[config.mk]
export PLATFORM = sky130hd
export DESIGN_NAME = mux_scan_sequencer_flat
export DESIGN_NICKNAME = d
export VERILOG_FILES = /design/src/rtl/mux_scan_sequencer_pkg.sv /design/src/rtl/mux_scan_sequencer_if.sv /design/src/rtl/mux_scan_sequencer_chfind.sv /design/src/rtl/mux_scan_sequencer.sv /design/src/flat_wrapper.sv
export SDC_FILE = /design/constraint.sdc
export NUM_CORES = 1
export LEC_CHECK = 0
export BUFFER_PORTS_ARGS = -buffer_cell sky130_fd_sc_hd__buf_2
export CAP_MARGIN = 20
export CORE_MARGIN = 2
export CORE_UTILIZATION = 44
export DETAILED_ROUTE_END_ITERATION = 12
export HOLD_SLACK_MARGIN = 0.08
export PLACE_DENSITY_LB_ADDON = 0.1
export SYNTH_ARGS = -nofsm -noshare
export SYNTH_HDL_FRONTEND = slang
export SYNTH_SLANG_ARGS = --single-unit
[constraint.sdc]
create_clock -name clk -period 2.2 [get_ports clk]
set_input_delay 0.33 -clock clk [delete_from_list [all_inputs] [get_ports clk]]
set_output_delay 0.33 -clock clk [all_outputs]
set_load 0.01 [all_outputs]
[src/rtl/mux_scan_sequencer_pkg.sv]
// Shared types and helpers for the mux scan sequencer (mux_scan_pkg).
// Channel search is written for up to MAX_CH channels and narrowed by callers.
package mux_scan_pkg;

    typedef enum logic {
        IDLE = 1'b0,
        SCAN = 1'b1
    } state_e;

    localparam int DEF_NUM_CH = 10;
    localparam int DEF_SEL_W  = 4;
    localparam int MAX_CH     = 16;

    typedef struct packed {
        logic       found;
        logic [3:0] idx;
    } find_t;

    // Lowest set bit strictly above 'from'; from = -1 yields the lowest set bit overall.
    function automatic find_t next_set_bit(input logic [MAX_CH-1:0] mask, input int from);
        find_t r;
        r.found = 1'b0;
        r.idx   = 4'd0;
        for (int i = MAX_CH - 1; i >= 0; i--) begin
            if ((i > from) && mask[i]) begin
                r.found = 1'b1;
                r.idx   = 4'(i);
            end
        end
        return r;
    endfunction

endpackage

[src/rtl/mux_scan_sequencer_if.sv]
// Control/status bundle between a scan controller and the mux scan sequencer.
// frame_data exists only when MUX_SCAN_CAPTURE_EN is defined.
interface mux_scan_sequencer_if
    import mux_scan_pkg::*;
#(
    parameter int NUM_CH = DEF_NUM_CH,
    parameter int SEL_W  = DEF_SEL_W
);
    logic              en;
    logic              start;
    logic              abort;
    logic              cont;
    logic [NUM_CH-1:0] ch_mask;
    logic              mux_x;
    logic [SEL_W-1:0]  sel;
    logic              sel_valid;
    logic              busy;
    logic              frame_done;
`ifdef MUX_SCAN_CAPTURE_EN
    logic [NUM_CH-1:0] frame_data;

    modport master (
        output en, start, abort, cont, ch_mask, mux_x,
        input  sel, sel_valid, busy, frame_done, frame_data
    );

    modport slave (
        input  en, start, abort, cont, ch_mask, mux_x,
        output sel, sel_valid, busy, frame_done, frame_data
    );
`else
    modport master (
        output en, start, abort, cont, ch_mask, mux_x,
        input  sel, sel_valid, busy, frame_done
    );

    modport slave (
        input  en, start, abort, cont, ch_mask, mux_x,
        output sel, sel_valid, busy, frame_done
    );
`endif
endinterface

[src/rtl/mux_scan_sequencer_chfind.sv]
// Combinational priority finder: lowest set mask bit above from_i.
// wrap_o is high when no such bit exists (end of frame, or empty mask when from_i = -1).
module mux_scan_chfind
    import mux_scan_pkg::*;
#(
    parameter int NUM_CH = DEF_NUM_CH,
    parameter int SEL_W  = DEF_SEL_W
) (
    input  logic [NUM_CH-1:0]       mask_i,
    input  logic signed [SEL_W:0]   from_i,
    output logic [SEL_W-1:0]        idx_o,
    output logic                    wrap_o
);

    find_t hit;

    always_comb begin
        hit    = next_set_bit(MAX_CH'(mask_i), int'(from_i));
        idx_o  = SEL_W'(hit.idx);
        wrap_o = ~hit.found;
    end

endmodule

[src/rtl/mux_scan_sequencer.sv]
// Channel-select sequencer for the 10:1 mux: dwell-timed scan over enabled channels.
// Define MUX_SCAN_CAPTURE_EN to capture mux_x per channel into frame_data.
//
// state | meaning
// IDLE  | sel parked at 0, waiting for start with a non-empty mask
// SCAN  | presenting latched-mask channels, DWELL enabled cycles each
module mux_scan_sequencer
    import mux_scan_pkg::*;
#(
    parameter int NUM_CH = DEF_NUM_CH,
    parameter int SEL_W  = DEF_SEL_W,
    parameter int DWELL  = 4
) (
    input  logic                clk,
    input  logic                rst_n,
    mux_scan_sequencer_if.slave bus
);

    localparam int DW_W = (DWELL > 1) ? $clog2(DWELL) : 1;
    localparam logic [DW_W-1:0] DWELL_LAST = DW_W'(DWELL - 1);
    localparam logic signed [SEL_W:0] FROM_NONE = '1;

    state_e            state_q, state_d;
    logic [SEL_W-1:0]  sel_q, sel_d;
    logic              sel_valid_q, sel_valid_d;
    logic              busy_q, busy_d;
    logic              frame_done_q, frame_done_d;
    logic [DW_W-1:0]   dwell_q, dwell_d;
    logic [NUM_CH-1:0] mask_q, mask_d;
    logic              cont_q, cont_d;

    logic [NUM_CH-1:0]     first_mask;
    logic signed [SEL_W:0] adv_from;
    logic [SEL_W-1:0]      adv_idx, first_idx;
    logic                  adv_wrap, first_wrap;
    logic                  last_dwell;
    logic                  start_ok;

    // In IDLE the first-channel finder looks at the live mask so SCAN can open on it directly.
    assign first_mask = (state_q == IDLE) ? bus.ch_mask : mask_q;
    assign adv_from   = {1'b0, sel_q};
    assign last_dwell = bus.en && (dwell_q == DWELL_LAST);
    assign start_ok   = (state_q == IDLE) && bus.start && !first_wrap && !bus.abort;

    mux_scan_chfind #(.NUM_CH(NUM_CH), .SEL_W(SEL_W)) u_find_adv (
        .mask_i (mask_q),
        .from_i (adv_from),
        .idx_o  (adv_idx),
        .wrap_o (adv_wrap)
    );

    mux_scan_chfind #(.NUM_CH(NUM_CH), .SEL_W(SEL_W)) u_find_first (
        .mask_i (first_mask),
        .from_i (FROM_NONE),
        .idx_o  (first_idx),
        .wrap_o (first_wrap)
    );

    always_comb begin
        state_d      = state_q;
        sel_d        = sel_q;
        sel_valid_d  = sel_valid_q;
        busy_d       = busy_q;
        frame_done_d = 1'b0;
        dwell_d      = dwell_q;
        mask_d       = mask_q;
        cont_d       = cont_q;

        if (bus.abort) begin
            state_d     = IDLE;
            sel_d       = '0;
            sel_valid_d = 1'b0;
            busy_d      = 1'b0;
            dwell_d     = '0;
        end else begin
            case (state_q)
                IDLE: begin
                    if (start_ok) begin
                        mask_d      = bus.ch_mask;
                        cont_d      = bus.cont;
                        state_d     = SCAN;
                        sel_d       = first_idx;
                        sel_valid_d = 1'b1;
                        busy_d      = 1'b1;
                        dwell_d     = '0;
                    end
                end
                SCAN: begin
                    if (bus.en) begin
                        if (last_dwell) begin
                            dwell_d = '0;
                            if (!adv_wrap) begin
                                sel_d = adv_idx;
                            end else begin
                                frame_done_d = 1'b1;
                                if (cont_q) begin
                                    sel_d = first_idx;
                                end else begin
                                    state_d     = IDLE;
                                    sel_d       = '0;
                                    sel_valid_d = 1'b0;
                                    busy_d      = 1'b0;
                                end
                            end
                        end else begin
                            dwell_d = dwell_q + 1'b1;
                        end
                    end
                end
                default: state_d = IDLE;
            endcase
        end
    end

    always_ff @(posedge clk or negedge rst_n) begin
        if (!rst_n) begin
            state_q      <= IDLE;
            sel_q        <= '0;
            sel_valid_q  <= 1'b0;
            busy_q       <= 1'b0;
            frame_done_q <= 1'b0;
            dwell_q      <= '0;
            mask_q       <= '0;
            cont_q       <= 1'b0;
        end else begin
            state_q      <= state_d;
            sel_q        <= sel_d;
            sel_valid_q  <= sel_valid_d;
            busy_q       <= busy_d;
            frame_done_q <= frame_done_d;
            dwell_q      <= dwell_d;
            mask_q       <= mask_d;
            cont_q       <= cont_d;
        end
    end

    assign bus.sel        = sel_q;
    assign bus.sel_valid  = sel_valid_q;
    assign bus.busy       = busy_q;
    assign bus.frame_done = frame_done_q;

`ifdef MUX_SCAN_CAPTURE_EN
    logic [NUM_CH-1:0] shadow_q, shadow_d;
    logic [NUM_CH-1:0] shadow_cap;
    logic [NUM_CH-1:0] frame_data_q, frame_data_d;

    // Each channel is visited once per frame and the shadow starts cleared, so OR-in is a write.
    assign shadow_cap = shadow_q | (NUM_CH'(bus.mux_x) << sel_q);

    always_comb begin
        shadow_d     = shadow_q;
        frame_data_d = frame_data_q;
        if (start_ok) begin
            shadow_d = '0;
        end else if ((state_q == SCAN) && last_dwell && !bus.abort) begin
            shadow_d = shadow_cap;
            if (adv_wrap) begin
                frame_data_d = shadow_cap;
                shadow_d     = '0;
            end
        end
    end

    always_ff @(posedge clk or negedge rst_n) begin
        if (!rst_n) begin
            shadow_q     <= '0;
            frame_data_q <= '0;
        end else begin
            shadow_q     <= shadow_d;
            frame_data_q <= frame_data_d;
        end
    end

    assign bus.frame_data = frame_data_q;
`else
    logic unused_mux_x;
    assign unused_mux_x = bus.mux_x;
`endif

endmodule
[src/flat_wrapper.sv]
// flat-port wrapper written by rule: the top's interface ports become plain ports
module mux_scan_sequencer_flat import mux_scan_pkg::*;
#(
    parameter int NUM_CH = DEF_NUM_CH,
    parameter int SEL_W  = DEF_SEL_W,
    parameter int DWELL  = 4
)
  (clk, rst_n, bus_en, bus_start, bus_abort, bus_cont, bus_ch_mask, bus_mux_x, bus_sel, bus_sel_valid, bus_busy, bus_frame_done);
  mux_scan_sequencer_if #(.NUM_CH(NUM_CH), .SEL_W(SEL_W)) bus_i ();
  input  logic clk;
  input  logic rst_n;
  input wire logic [$bits(bus_i.en)-1:0] bus_en;
  input wire logic [$bits(bus_i.start)-1:0] bus_start;
  input wire logic [$bits(bus_i.abort)-1:0] bus_abort;
  input wire logic [$bits(bus_i.cont)-1:0] bus_cont;
  input wire logic [$bits(bus_i.ch_mask)-1:0] bus_ch_mask;
  input wire logic [$bits(bus_i.mux_x)-1:0] bus_mux_x;
  output wire logic [$bits(bus_i.sel)-1:0] bus_sel;
  output wire logic [$bits(bus_i.sel_valid)-1:0] bus_sel_valid;
  output wire logic [$bits(bus_i.busy)-1:0] bus_busy;
  output wire logic [$bits(bus_i.frame_done)-1:0] bus_frame_done;
  assign bus_i.en = bus_en;
  assign bus_i.start = bus_start;
  assign bus_i.abort = bus_abort;
  assign bus_i.cont = bus_cont;
  assign bus_i.ch_mask = bus_ch_mask;
  assign bus_i.mux_x = bus_mux_x;
  assign bus_sel = bus_i.sel;
  assign bus_sel_valid = bus_i.sel_valid;
  assign bus_busy = bus_i.busy;
  assign bus_frame_done = bus_i.frame_done;
  mux_scan_sequencer #(.NUM_CH(NUM_CH), .SEL_W(SEL_W), .DWELL(DWELL)) u_core (.clk(clk), .rst_n(rst_n), .bus(bus_i));
endmodule
======== Word level (Yosys, flattened, before mapping) ========
Cells that the tools add are included.
operators by class
  add/subtract/negate cells ............... 1
  $mul .................................... 0
  div/mod/pow operators ................... 0
  magnitude comparators ................... 10
  eq/ne operators ......................... 6
  shift-type cells ........................ 0
  mux-type cells .......................... 52
  bitwise logic cells ..................... 2
  reductions and logical operators ........ 19
operators with widths
  kind                 number
  $mux 5               20
  $mux 4               6
  $mux 1               17
  $gt 3x4->1 const A   4
  $logic_and 1x1->1    14
  $ne 3x3->1 const B   4
  $mux 10              1
  $gt 1x4->1 const A   2
  $gt 2x4->1 const A   2
  $gt 4x4->1 const A   2
  $mux 2               4
  $pmux 4 s2           1
  $reduce_and 3->1     2
  $reduce_and 5->1     1
  $pmux 1 s2           2
  $pmux 2 s2           1
  $ne 3x2->1 const B   1
  $add 2x1->2 const B  1
  $eq 2x2->1 const B   1
  $not 1->1            2
  $reduce_and 2->1     1
  $logic_not 1->1      1
storage, ports and cells
  flip-flop bits (word level) ............. 20
  bits in latches ......................... 0
  memory bits (writable) .................. 0
  bits in read-only memories .............. 0
  input bits .............................. 17
  output and inout port bits .............. 7
  logic and storage cells ................. 97
  memories ................................ 0

======== Longest topological paths before layout ========
Gate-level depths: netlist of run 1.
  depth in word-level cells ............... 17
  gate-level depth with buffers ........... 8
  depth with buffers taken out ............ 6

======== Cells and area by module ========
From an unflattened synthesis of run 1, not the netlist that was laid out.
second synthesis, totals
  cells, all modules ...................... 161
  area, all modules ....................... 1,560.2 µm²
modules (own cells, without submodules)
  module              times used  cells an instance  area each (µm²)  seq. area each (µm²)
  mux_scan_sequencer  1           81                 1,047.3          500.5
  mux_scan_chfind     2           40                 256.5            0.0

======== Worst setup path before layout of run 1 ========
Ideal clock, no wire load.
  path type ............................... flip-flop to flip-flop
  from .................................... reg u_core.state_q
  to ...................................... reg u_core.mask_q[0]
  setup time .............................. 125 ps
  arrival time ............................ 1,861 ps
  data required time ...................... 2,075 ps
  setup slack ............................. 214 ps
  stages on the path, launching flop included .. 8
  buffers on the path ..................... 2
  clock period less this slack ............ 1,986 ps
  cells stage by stage .................... dfrtp_1 buf_6 nor3_1 o22ai_1 or3b_4 nand4_2 buf_6 mux2_2
between the ends
  longest elaborated chain between the ends .. 14
  elaborated cells between the ends (all ways) .. 16
  classes of those cells .................. 11 x mux; 1 x bitwise; 4 x reduce/logical
ends and longest elaborated chain
  what                             RTL line                      source
  start, declared                  mux_scan_sequencer.sv:23      state_e state_q, state_d;
  start signal, assigned           mux_scan_sequencer.sv:126     state_q <= state_d;
  $mux 10                          mux_scan_sequencer.sv:40      assign first_mask = (state_q == IDLE) ? bus.ch_mask : mask_q;
  $mux 5 (10 in series)            mux_scan_sequencer_pkg.sv:25  if ((i > from) && mask[i]) begin
  $logic_and 1x1->1 (2 in series)  mux_scan_sequencer.sv:43      assign start_ok = (state_q == IDLE) && bus.start && !first_wrap && !bus.abort;
  $reduce_and 3->1 (no line) *     -
  end signal, assigned             mux_scan_sequencer.sv:132     mask_q <= mask_d;
  end, declared                    mux_scan_sequencer.sv:29      logic [NUM_CH-1:0] mask_q, mask_d;
Mark *: on every way between the ends. The rest lies on a longest branch, timed or not.
A chain may end at the register's enable or synchronous reset.

======== Worst setup path after layout of run 1 ========
  from .................................... reg u_core.state_q
  to ...................................... reg u_core.mask_q[8]
The elaborated chain is that of the path after synthesis.

==> flow_results.xml, run 1 <==
<?xml version="1.0" encoding="UTF-8"?>
<metrics>
  <group name="floorplan">
    <metric name="die_area" unit="sq um">3527</metric>
    <metric name="cell_row_count" unit="">20</metric>
    <metric name="core_ar" unit="sq um">2978</metric>
    <metric name="chipHeight" unit="um">59.39</metric>
    <metric name="pin_count" unit="">24</metric>
    <metric name="initial_standard_cell_utilization_of_the_core" unit="%">45.34</metric>
    <metric name="floorplan_die_width" unit="um">59.39</metric>
  </group>
  <group name="synthesis">
    <metric name="ys_warn_count" unit="">0</metric>
    <metric name="cell_variety_after_synth" unit="">45</metric>
    <metric name="synth_fp_nets" unit="">169</metric>
    <metric name="yosys.area.top_type" unit="">dfrtp_1</metric>
    <metric name="postSynthAreaPerCell" unit="sq um">8.941</metric>
    <metric name="top_cells_by_area_synth" unit="">dfrtp_1, mux2_2, nand2_1</metric>
    <metric name="number_of_synthesized_flops_with_an_enable_pin" unit="">0</metric>
    <metric name="async_flop_share" unit="%">100.0</metric>
    <metric name="synth_cells" unit="">151</metric>
    <metric name="mappedNetlistArea" unit="sq um">1350</metric>
    <metric name="synth_top_area_share" unit="%">37.07</metric>
    <metric name="yosys_register_bits" unit="">20</metric>
    <metric name="ys_seq_area_share" unit="%">37.07</metric>
    <metric name="yosys_most_used_dff" unit="">dfrtp_1</metric>
  </group>
  <group name="pwr">
    <metric name="worst_ir_drop_vdd" unit="V">0.0005918</metric>
    <metric name="standby_leakage_power" unit="nW">0.7719</metric>
    <metric name="total_power" unit="mW">1.112</metric>
    <metric name="power-per-cell-area" unit="nW/um^2">658.9</metric>
  </group>
  <group name="global_routing">
    <metric name="antenna_found_initial" unit="">0</metric>
    <metric name="global_route.overflow_total" unit="">0</metric>
    <metric name="grt_first_pass_wirelength" unit="um">5554</metric>
    <metric name="grt_use_total" unit="%">21.11</metric>
    <metric name="via_count_of_the_first_global_routing_pass" unit="">1277</metric>
    <metric name="grt_start_max_net_pins" unit="">21</metric>
  </group>
  <group name="place">
    <metric name="hpwl" unit="um">2579</metric>
    <metric name="pre_cts_slack" unit="ps">-22.71</metric>
    <metric name="placed_cell_area" unit="sq um">1569</metric>
    <metric name="globalplace.congestion" unit="">0.8270</metric>
    <metric name="port_buffers" unit="">22</metric>
  </group>
  <group name="min_path">
    <metric name="min_path_type" unit="">in2reg</metric>
  </group>
  <group name="setup_path">
    <metric name="critPathRequiredTime" unit="ps">2400</metric>
    <metric name="crit_type" unit="">reg2reg</metric>
    <metric name="crit_arrival" unit="ps">2350</metric>
    <metric name="timing.critical_path.to_type" unit="">flop</metric>
    <metric name="startpoint_type" unit="">flop</metric>
    <metric name="regToRegSetupSlack" unit="ps">60</metric>
    <metric name="timing.critical_path.fanout_max" unit="">12</metric>
  </group>
  <group name="sta">
    <metric name="slew_viols_final" unit="">0</metric>
    <metric name="finalCriticalPeriod" unit="ps">2143</metric>
    <metric name="max_clock_skew" unit="ps">2.171</metric>
    <metric name="measured_slew_at_the_worst_slew_check_pin" unit="ps">459.1</metric>
    <metric name="finalSetupViolations" unit="">0</metric>
    <metric name="final_worst_path_setup_slack" unit="ps">57.39</metric>
    <metric name="worst_slew_margin_rel" unit="%">69.39</metric>
    <metric name="post-route-period-util" unit="%">97.39</metric>
    <metric name="hold_violations" unit="">0</metric>
    <metric name="fmaxAchievable" unit="GHz">0.4667</metric>
  </group>
  <group name="cells_and_area">
    <metric name="final_nets" unit="">204</metric>
    <metric name="layout_cells_sized_above_1" unit="%">34.59</metric>
    <metric name="final_design_area_excluding_fillers" unit="sq um">1688</metric>
    <metric name="num_antenna_cells" unit="">0</metric>
    <metric name="syn2layout_area_growth" unit="%">25.02</metric>
  </group>
  <group name="detailed_routing">
    <metric name="detailed_router_iteration_count_before_antenna_repair" unit="">4</metric>
    <metric name="vias_per_cell" unit="">6.073</metric>
    <metric name="drt.antenna.violating_nets" unit="">0</metric>
    <metric name="finalWirelength" unit="um">3524</metric>
    <metric name="vias" unit="">1324</metric>
    <metric name="post-route-drc-count" unit="">0</metric>
    <metric name="dr.first_iter.drc_count" unit="">51</metric>
    <metric name="wl_per_cell" unit="um">16.17</metric>
  </group>
  <group name="clocking">
    <metric name="cts.path.max_buffers" unit="">2</metric>
    <metric name="cts.repair_timing.setup_buffer_count" unit="">0</metric>
    <metric name="worst_skew_pair_later_pin_latency" unit="ps">300</metric>
    <metric name="cts_buffers" unit="">3</metric>
    <metric name="tritoncts_num_sinks" unit="">20</metric>
    <metric name="clock_tree.htree_level_count" unit="">1</metric>
    <metric name="clk_pin_slew" unit="ps">120</metric>
    <metric name="cts_tree" unit="">done</metric>
    <metric name="cts_root_cell" unit="">clkbuf_4</metric>
  </group>
  <group name="run_status">
    <metric name="run_status" unit="">completed</metric>
  </group>
  <group name="flow_run">
    <metric name="cap_viol_max_count" unit="">0</metric>
  </group>
</metrics>
[state kept, by name, indices dropped and copies added, names as in the netlist]
name and flops:
u_core.mask_q 10, u_core.bus.sel 4, u_core.state_q 1, u_core.dwell_q 2, u_core.bus.busy 1, u_core.cont_q 1, u_core.bus.frame_done 1
[layout by cell type, fill, tap and decap left out, types with 2 or more instances in the layout]
cell / instances
nor3b_1: 2
nor3_1: 2
buf_2: 22
nor2_1: 14
nand2b_1: 3
o31ai_1: 2
or4_1: 2
nor3_4: 3
nand3_1: 6
inv_1: 5
a22oi_1: 2
dfrtp_1: 19
clkbuf_4: 3
nor2b_1: 5
a21o_1: 3
nand2_1: 15
o21ai_0: 10
mux2_2: 12
o22ai_1: 2
a21oi_1: 10
nor3_2: 2
buf_4: 11
[layer usage]
layer	up-vias	wire [um]	share of wire, %	track usage (%)
met1	639	1580	45	27.24
met3	8	150	4.3	2.838
met4	0	79	2.2	8.766
li1	635	-	-	-
met5	-	0	0	0
met2	42	1714	49	35.32
[cells in the mapped netlist (2+ instances only)]
master     n
a21o_1     3
a21oi_1   10
a22oi_1    2
buf_6      2
clkbuf_1   2
dfrtp_1   20
inv_1      5
mux2_2    12
nand2_1   15
nand2b_1   3
nand3_1    6
nor2_1    14
nor2b_1    5
nor3_1     6
nor3b_1    2
nor3b_2    2
o21ai_0   10
o22ai_1    3
o31ai_1    2
or4_1      2
[path summary, 6_finish.rpt]
check | start | to | cells past startpoint
setup / recovery | u_core.state_q | u_core.mask_q[8] | 7
hold / removal | bus_cont | u_core.cont_q | 2
setup reg to reg | u_core.state_q | u_core.mask_q[8] | 7
hold reg to reg | u_core.mask_q[0] | u_core.mask_q[0] | 1
max in group asynchronous | rst_n | u_core.state_q | 2
min in group asynchronous | rst_n | u_core.mask_q[9] | 2
[logic make-up (layout without fill, tap and decap cells)]
kind of cell	Yosys count	count (layout)	synth area share, %
compound gates	45	45	22.34
simple gates	62	62	25.12
fa+ha+maj	1	1	0.9266
flops	20	20	37.07
mux	12	12	10.01
buf+inv	11	45	4.541
[repair_timing]
action                                  4_1_cts  5_1_grt
hold buffers                                  1        0
resized for setup                             2        9
cloned                                        0        0
endpoints found under the setup margin       11       15
hold endpoints to repair                     20        0
[stage by stage]
stage          TNS [ps]  std cells  utilization [%]  hold WS [ps]
2_1_floorplan         0        151                -         34.41
3_3_place_gp          0        213            52.69         299.9
3_5_place_dp     -174.1        213            52.69         306.7
4_1_cts               0        218            55.00         244.6
5_1_grt          -179.5        218            56.68         253.5
6_report              0        218            56.68         252.0
[power by group]
part | leakage [nW] | total [mW] | switching (mW) | internal (mW)
Clock | 0.0279 | 0.304 | 0.120 | 0.184
Sequential | 0.251 | 0.469 | 0.0549 | 0.414
Combinational | 0.493 | 0.339 | 0.173 | 0.166
[cell type report]
cell class | count | area (sq um)
fillers | 288 | 1290
multi-input cells | 120 | 839.6
flip-flops and latches | 20 | 501.7
repair buffers | 36 | 234.0
well taps | 33 | 41.29
clock inverters | 1 | 30.03
clock buffers | 3 | 22.52
inverters | 5 | 18.77
[critical path, cell delays in order, from the launching register on]
cell and delay, ps:
dfrtp_2 480, buf_4 170, nor3_2 200, o22ai_1 140, or3b_4 430, nand4_2 140, buf_12 150, mux2_2 330
Power figures use the tool's default switching activity.
==> run 2, diff against run 1 <==
==> constraint.sdc (replaced) <==
create_clock -name clk -period 2.2 [get_ports clk]
set_input_delay 0.22 -clock clk [delete_from_list [all_inputs] [get_ports clk]]
set_output_delay 0.22 -clock clk [all_outputs]
set_load 0.01 [all_outputs]
==> run 2 against run 1 <==
  * Clock power up 3%
  * Combinational power shrank 1%
  * Sequential cell count unchanged
  * First-iteration DRC count is 29% higher
  * Via count fell by 0.91%
  * Global-route usage grew 0.23 points
  * Power up 0.75%
  * Clock skew up 3.4 ps
  * Critical endpoint is now u_core.mask_q[6]
==> flow_results.xml, run 2 (same netlist as run 1, synthesis figures left out) <==
<?xml version="1.0" encoding="UTF-8"?>
<metrics>
  <group name="sta">
    <metric name="finalCriticalPeriod" unit="ps">2153</metric>
    <metric name="max_clock_skew" unit="ps">5.549</metric>
    <metric name="slew_viols_final" unit="">0</metric>
    <metric name="hold_violations" unit="">0</metric>
    <metric name="fmaxAchievable" unit="GHz">0.4644</metric>
    <metric name="measured_slew_at_the_worst_slew_check_pin" unit="ps">448.3</metric>
    <metric name="post-route-period-util" unit="%">97.88</metric>
    <metric name="finalSetupViolations" unit="">0</metric>
    <metric name="worst_slew_margin_rel" unit="%">70.12</metric>
  </group>
  <group name="cells_and_area">
    <metric name="final_nets" unit="">204</metric>
    <metric name="syn2layout_area_growth" unit="%">24.28</metric>
    <metric name="final_design_area_excluding_fillers" unit="sq um">1678</metric>
    <metric name="largest_reg_flops" unit="">10</metric>
    <metric name="regMostFlops" unit="">u_core.mask_q</metric>
    <metric name="stdcell_count" unit="">218</metric>
    <metric name="leading_cell_types_in_the_layout_fill_and_taps_excluded" unit="">buf_2, dfrtp_1, nand2_1, nor2_1</metric>
    <metric name="num_antenna_cells" unit="">0</metric>
    <metric name="finish.utilization" unit="%">56.34</metric>
    <metric name="layout_cells_sized_above_1" unit="%">34.59</metric>
    <metric name="final_common_cell" unit="">buf_2</metric>
  </group>
  <group name="place">
    <metric name="dp_cells" unit="">213</metric>
    <metric name="port_buffers" unit="">22</metric>
    <metric name="hpwl" unit="um">2625</metric>
    <metric name="globalplace.congestion" unit="">0.8260</metric>
    <metric name="placed_cell_area" unit="sq um">1569</metric>
  </group>
  <group name="setup_path">
    <metric name="critPathRequiredTime" unit="ps">2410</metric>
    <metric name="worst_reg2reg_path_length_in_cells" unit="">7</metric>
    <metric name="r2r_start" unit="">u_core.state_q</metric>
    <metric name="startpoint_type" unit="">flop</metric>
    <metric name="critical_path.top_delay_family" unit="">simple AND/OR/NAND/NOR gates</metric>
    <metric name="timing.critical_path.to_type" unit="">flop</metric>
    <metric name="regToRegSetupSlack" unit="ps">50</metric>
    <metric name="ordered_cell_list_for_the_critical_path" unit="">buf_4 &gt; nor3_4 &gt; o22ai_1 &gt; or3b_4 &gt; nand4_2 &gt; buf_12 &gt; mux2_2</metric>
    <metric name="timing.critical_path.fanout_max" unit="">12</metric>
    <metric name="slowest_delay" unit="ps">480</metric>
    <metric name="worst_path_max_delay_cell" unit="">dfrtp_2</metric>
    <metric name="critical_path.endpoint" unit="">u_core.mask_q[6]</metric>
    <metric name="regToRegEndpoint" unit="">u_core.mask_q[6]</metric>
    <metric name="crit_type" unit="">reg2reg</metric>
    <metric name="combined_buffer_and_inverter_count_along_the_critical_path" unit="">2</metric>
    <metric name="path_depth" unit="">7</metric>
    <metric name="crit_arrival" unit="ps">2360</metric>
    <metric name="crit_path_start" unit="">u_core.state_q</metric>
  </group>
  <group name="detailed_routing">
    <metric name="detailed_router_iteration_count_before_antenna_repair" unit="">4</metric>
    <metric name="finalWirelength" unit="um">3451</metric>
    <metric name="drt.antenna.violating_nets" unit="">0</metric>
    <metric name="post-route-drc-count" unit="">0</metric>
    <metric name="vias_per_cell" unit="">6.018</metric>
    <metric name="vias" unit="">1312</metric>
    <metric name="wl_per_cell" unit="um">15.83</metric>
    <metric name="dr.first_iter.drc_count" unit="">66</metric>
  </group>
  <group name="flow_run">
    <metric name="cap_viol_max_count" unit="">0</metric>
  </group>
  <group name="floorplan">
    <metric name="die_area" unit="sq um">3527</metric>
    <metric name="initial_standard_cell_utilization_of_the_core" unit="%">45.34</metric>
    <metric name="core_ar" unit="sq um">2978</metric>
    <metric name="cell_row_count" unit="">20</metric>
    <metric name="pin_count" unit="">24</metric>
    <metric name="chipHeight" unit="um">59.39</metric>
    <metric name="floorplan_die_width" unit="um">59.39</metric>
  </group>
  <group name="run_status">
    <metric name="run_status" unit="">completed</metric>
  </group>
  <group name="global_routing">
    <metric name="grt_first_pass_wirelength" unit="um">5609</metric>
    <metric name="grt_start_max_net_pins" unit="">21</metric>
    <metric name="grt_use_met2" unit="%">34.54</metric>
    <metric name="global_route.overflow_total" unit="">0</metric>
    <metric name="via_count_of_the_first_global_routing_pass" unit="">1230</metric>
    <metric name="antenna_found_initial" unit="">0</metric>
    <metric name="grt_use_met3" unit="%">2.183</metric>
    <metric name="grtUsageMet1" unit="%">29.16</metric>
    <metric name="grt_use_total" unit="%">21.34</metric>
    <metric name="grt_most_used_layer" unit="">met2</metric>
  </group>
  <group name="clocking">
    <metric name="clock_tree.htree_level_count" unit="">1</metric>
    <metric name="clk_pin_slew" unit="ps">130</metric>
    <metric name="cts_tree" unit="">done</metric>
    <metric name="worst_skew_pair_later_pin_latency" unit="ps">310</metric>
    <metric name="cts_root_cell" unit="">clkbuf_4</metric>
    <metric name="cts_buffers" unit="">3</metric>
    <metric name="cts.path.max_buffers" unit="">2</metric>
    <metric name="tritoncts_num_sinks" unit="">20</metric>
    <metric name="cts.repair_timing.setup_buffer_count" unit="">0</metric>
  </group>
  <group name="min_path">
    <metric name="min_path_type" unit="">in2reg</metric>
  </group>
  <group name="pwr">
    <metric name="power-per-cell-area" unit="nW/um^2">667.9</metric>
    <metric name="worst_ir_drop_vdd" unit="V">0.0004807</metric>
    <metric name="standby_leakage_power" unit="nW">0.7694</metric>
    <metric name="total_power" unit="mW">1.121</metric>
  </group>
</metrics>
-- run 2: cell count changes in the layout (fill, tap and decap cells not counted) --
cell,before,now
buf_4,11,12
buf_6,1,0
nor3_2,2,3
nor3_4,3,2
-- run 2: worst min path at each step --
| stage | from | end | cells after the start |
|---|---|---|---|
| 2_1_floorplan | rst_n | u_core.bus.busy | 0 |
| 3_3_place_gp | rst_n | u_core.mask_q[3] | 1 |
| 3_5_place_dp | rst_n | u_core.mask_q[3] | 1 |
| 4_1_cts | bus_cont | u_core.cont_q | 2 |
| 5_1_grt | bus_cont | u_core.cont_q | 2 |
| 6_report | bus_cont | u_core.cont_q | 2 |
-- run 2: timing repair --
item | in CTS | in global routing
hold buffers | 1 | 0
hold endpoints to repair | 20 | 0
gates resized for setup | 2 | 7
endpoints found under the setup margin | 10 | 13
-- run 2: metal layers --
metal | share of wire, % | vias to the layer above | wire length, um
met5 | 0 | - | 0
met4 | 1.4 | 0 | 49
met3 | 4.1 | 4 | 143
met2 | 49 | 36 | 1675
met1 | 46 | 643 | 1581
li1 | - | 629 | -
-- run 2: area by class of cell --
class,count,area [sq um]
clock buffer,3,22.52
clock inverter,1,30.03
fill,274,1300
inverter,5,18.77
multi-input combinational,120,833.3
sequential,20,501.7
tap,33,41.29
timing repair buffer,36,230.2
-- run 2: per-stage QoR --
stage | setup TNS [ps] | hold slack (ps) | setup slack [ps]
after detailed placement | -93.11 | 191.8 | -13.84
after global routing | -153.8 | 148.3 | -24.11
after CTS | 0 | 127.8 | 8.735
after global placement | 0 | 190.0 | 28.31
final | 0 | 127.8 | 46.69
after floorplan | 0 | -75.59 | 214.1
-- run 2: power by group --
| group | total (mW) | internal (mW) | switching [mW] |
|---|---|---|---|
| sequential | 0.471 | 0.414 | 0.0572 |
| combinational | 0.335 | 0.165 | 0.171 |
| clock | 0.314 | 0.184 | 0.130 |
==> run 3, diff against run 2 <==
==> constraint.sdc (replaced) <==
create_clock -name clk -period 2.4 [get_ports clk]
set_input_delay 0.36 -clock clk [delete_from_list [all_inputs] [get_ports clk]]
set_output_delay 0.36 -clock clk [all_outputs]
set_load 0.01 [all_outputs]
==> run 3 against run 2 <==
  * Critical path depth decreased by 2
  * Worst setup slack improved by 140 ps
  * Final area decreased by 8.4%
  * First-iteration DRC count increased by 6.1%
  * Register-to-register slack improved by 140 ps
  * Core utilization decreased by 4.7 points
  * Fmax decreased by 2.6%
==> flow_results.xml, run 3 (same netlist as run 1, synthesis figures left out) <==
<?xml version="1.0" encoding="UTF-8"?>
<metrics>
  <group name="sta">
    <metric name="hold_violations" unit="">0</metric>
    <metric name="max_clock_skew" unit="ps">3.979</metric>
    <metric name="rsz0062_at_grt" unit="">no</metric>
    <metric name="finalSetupViolations" unit="">0</metric>
    <metric name="worst_slew_margin_rel" unit="%">69.85</metric>
    <metric name="measured_slew_at_the_worst_slew_check_pin" unit="ps">451.2</metric>
    <metric name="slew_viols_final" unit="">0</metric>
    <metric name="post-route-period-util" unit="%">92.08</metric>
    <metric name="finalCriticalPeriod" unit="ps">2210</metric>
    <metric name="timing.setup.tns" unit="ps">0</metric>
    <metric name="fmaxAchievable" unit="GHz">0.4525</metric>
    <metric name="worst_hold_slack" unit="ps">272.3</metric>
  </group>
  <group name="floorplan">
    <metric name="chipHeight" unit="um">59.39</metric>
    <metric name="pin_count" unit="">24</metric>
    <metric name="die_area" unit="sq um">3527</metric>
    <metric name="floorplan_die_width" unit="um">59.39</metric>
    <metric name="core_ar" unit="sq um">2978</metric>
    <metric name="cell_row_count" unit="">20</metric>
    <metric name="initial_standard_cell_utilization_of_the_core" unit="%">45.34</metric>
  </group>
  <group name="cells_and_area">
    <metric name="largest_reg_flops" unit="">10</metric>
    <metric name="final_common_cell" unit="">buf_2</metric>
    <metric name="layout_cells_sized_above_1" unit="%">27.59</metric>
    <metric name="leading_cell_types_in_the_layout_fill_and_taps_excluded" unit="">buf_2, dfrtp_1, nand2_1, nor2_1, mux2_2</metric>
    <metric name="num_antenna_cells" unit="">0</metric>
    <metric name="stdcell_count" unit="">207</metric>
    <metric name="syn2layout_area_growth" unit="%">13.90</metric>
    <metric name="final_nets" unit="">193</metric>
    <metric name="regMostFlops" unit="">u_core.mask_q</metric>
  </group>
  <group name="pwr">
    <metric name="standby_leakage_power" unit="nW">0.6988</metric>
    <metric name="power-per-cell-area" unit="nW/um^2">631.0</metric>
    <metric name="worst_ir_drop_vdd" unit="V">0.0004581</metric>
  </group>
  <group name="setup_path">
    <metric name="regToRegSetupSlack" unit="ps">190</metric>
    <metric name="slowest_delay" unit="ps">510</metric>
    <metric name="regToRegEndpoint" unit="">u_core.mask_q[9]</metric>
    <metric name="startpoint_type" unit="">flop</metric>
    <metric name="worst_path_max_delay_cell" unit="">dfrtp_2</metric>
    <metric name="r2r_start" unit="">u_core.state_q</metric>
    <metric name="critPathRequiredTime" unit="ps">2610</metric>
    <metric name="timing.critical_path.to_type" unit="">flop</metric>
    <metric name="ordered_cell_list_for_the_critical_path" unit="">nor3b_1 &gt; o22ai_1 &gt; or3b_4 &gt; nand4_2 &gt; mux2_2</metric>
    <metric name="timing.critical_path.fanout_max" unit="">14</metric>
    <metric name="crit_arrival" unit="ps">2420</metric>
    <metric name="crit_type" unit="">reg2reg</metric>
    <metric name="worst_reg2reg_path_length_in_cells" unit="">5</metric>
  </group>
  <group name="global_routing">
    <metric name="via_count_of_the_first_global_routing_pass" unit="">1174</metric>
    <metric name="grt_use_total" unit="%">20.22</metric>
    <metric name="global_route.overflow_total" unit="">0</metric>
    <metric name="grt_start_max_net_pins" unit="">21</metric>
    <metric name="grt_first_pass_wirelength" unit="um">5361</metric>
    <metric name="antenna_found_initial" unit="">0</metric>
  </group>
  <group name="detailed_routing">
    <metric name="finalWirelength" unit="um">3173</metric>
    <metric name="detailed_router_iteration_count_before_antenna_repair" unit="">4</metric>
    <metric name="vias" unit="">1231</metric>
    <metric name="vias_per_cell" unit="">5.947</metric>
    <metric name="drt.antenna.violating_nets" unit="">0</metric>
    <metric name="dr.first_iter.drc_count" unit="">70</metric>
    <metric name="post-route-drc-count" unit="">0</metric>
    <metric name="wl_per_cell" unit="um">15.33</metric>
  </group>
  <group name="min_path">
    <metric name="worstHoldPathCells" unit="">2</metric>
    <metric name="min_path_type" unit="">in2reg</metric>
    <metric name="timing.hold.worst.start" unit="">bus_cont</metric>
    <metric name="hold_end" unit="">u_core.cont_q</metric>
  </group>
  <group name="clocking">
    <metric name="cts_buffers" unit="">3</metric>
    <metric name="clock_tree.htree_level_count" unit="">1</metric>
    <metric name="cts.path.max_buffers" unit="">2</metric>
    <metric name="clk_pin_slew" unit="ps">120</metric>
    <metric name="worst_skew_pair_later_pin_latency" unit="ps">310</metric>
    <metric name="cts_root_cell" unit="">clkbuf_4</metric>
    <metric name="tritoncts_num_sinks" unit="">20</metric>
    <metric name="cts_tree" unit="">done</metric>
  </group>
  <group name="place">
    <metric name="hpwl" unit="um">2398</metric>
    <metric name="globalplace.congestion" unit="">0.8358</metric>
    <metric name="dp_cells" unit="">202</metric>
    <metric name="port_buffers" unit="">22</metric>
  </group>
  <group name="flow_run">
    <metric name="cap_viol_max_count" unit="">0</metric>
  </group>
  <group name="run_status">
    <metric name="run_status" unit="">completed</metric>
  </group>
</metrics>
[run 3: changes by cell type in the layout (fill, tap and decap cells not counted), moves of 2 or more]
cell	before	now
nor3_4	2	0
nor3_2	3	1
buf_4	12	2
nor3_1	2	6
[run 3: worst max path at each step]
stage / end / slack (ps) / from / depth (start not counted)
after global placement: u_core.mask_q[2] / 140 / u_core.state_q / 5
after detailed placement: u_core.mask_q[3] / 90 / u_core.state_q / 5
final: u_core.mask_q[9] / 190 / u_core.state_q / 5
after global routing: u_core.mask_q[3] / 30 / u_core.state_q / 5
after CTS: u_core.mask_q[3] / 80 / u_core.state_q / 5
after floorplan: u_core.mask_q[0] / 410 / u_core.state_q / 7
[run 3: timing repair]
item                                    CTS  global route
endpoints found under the setup margin    0            10
hold endpoints to repair                 20             0
hold buffers                              1             0
gates resized for setup                   0             1
buffers inserted                          0             0
[run 3: worst max-delay path: cells and delay by family (launching register included)]
family,cells,cell delay (ps)
muxes,1,380
AOI/OAI and AO/OA,1,180
DFF,1,510
and+or+nand+nor,3,1030
[run 3: per-layer routing]
metal  up-vias  track usage [%]  wire length, um
li1        607                -                -
met1       584            27.86             1495
met2        36            31.71             1505
met3         4            3.493              141
met4         0            7.468               30
met5         -                0                0
[run 3: area by class of cell]
type | instances | area (sq um)
clock inverters | 1 | 30.03
inverters | 5 | 18.77
multi-input cells | 120 | 788.3
well taps | 33 | 41.29
repair buffers | 25 | 135.1
fillers | 300 | 1440
flip-flops and latches | 20 | 501.7
clock buffers | 3 | 22.52
[run 3: metrics by stage]
step	total power, mW	utilization, %	cell area, sq um	setup WS, ps
floorplan	0.6064	-	1350	414.1
global placement	0.6846	49.50	1474	136.8
detailed placement	0.6888	49.50	1474	90.82
CTS	0.9706	51.60	1536	78.04
global route	1.028	51.64	1538	25.14
finish	0.9703	51.64	1538	190.1
[run 3: report_power, final]
group	leakage (nW)	switching [mW]	internal [mW]
clock network	0.0279	0.116	0.169
logic	0.420	0.128	0.118
registers	0.251	0.0605	0.379
total	0.699	0.304	0.666
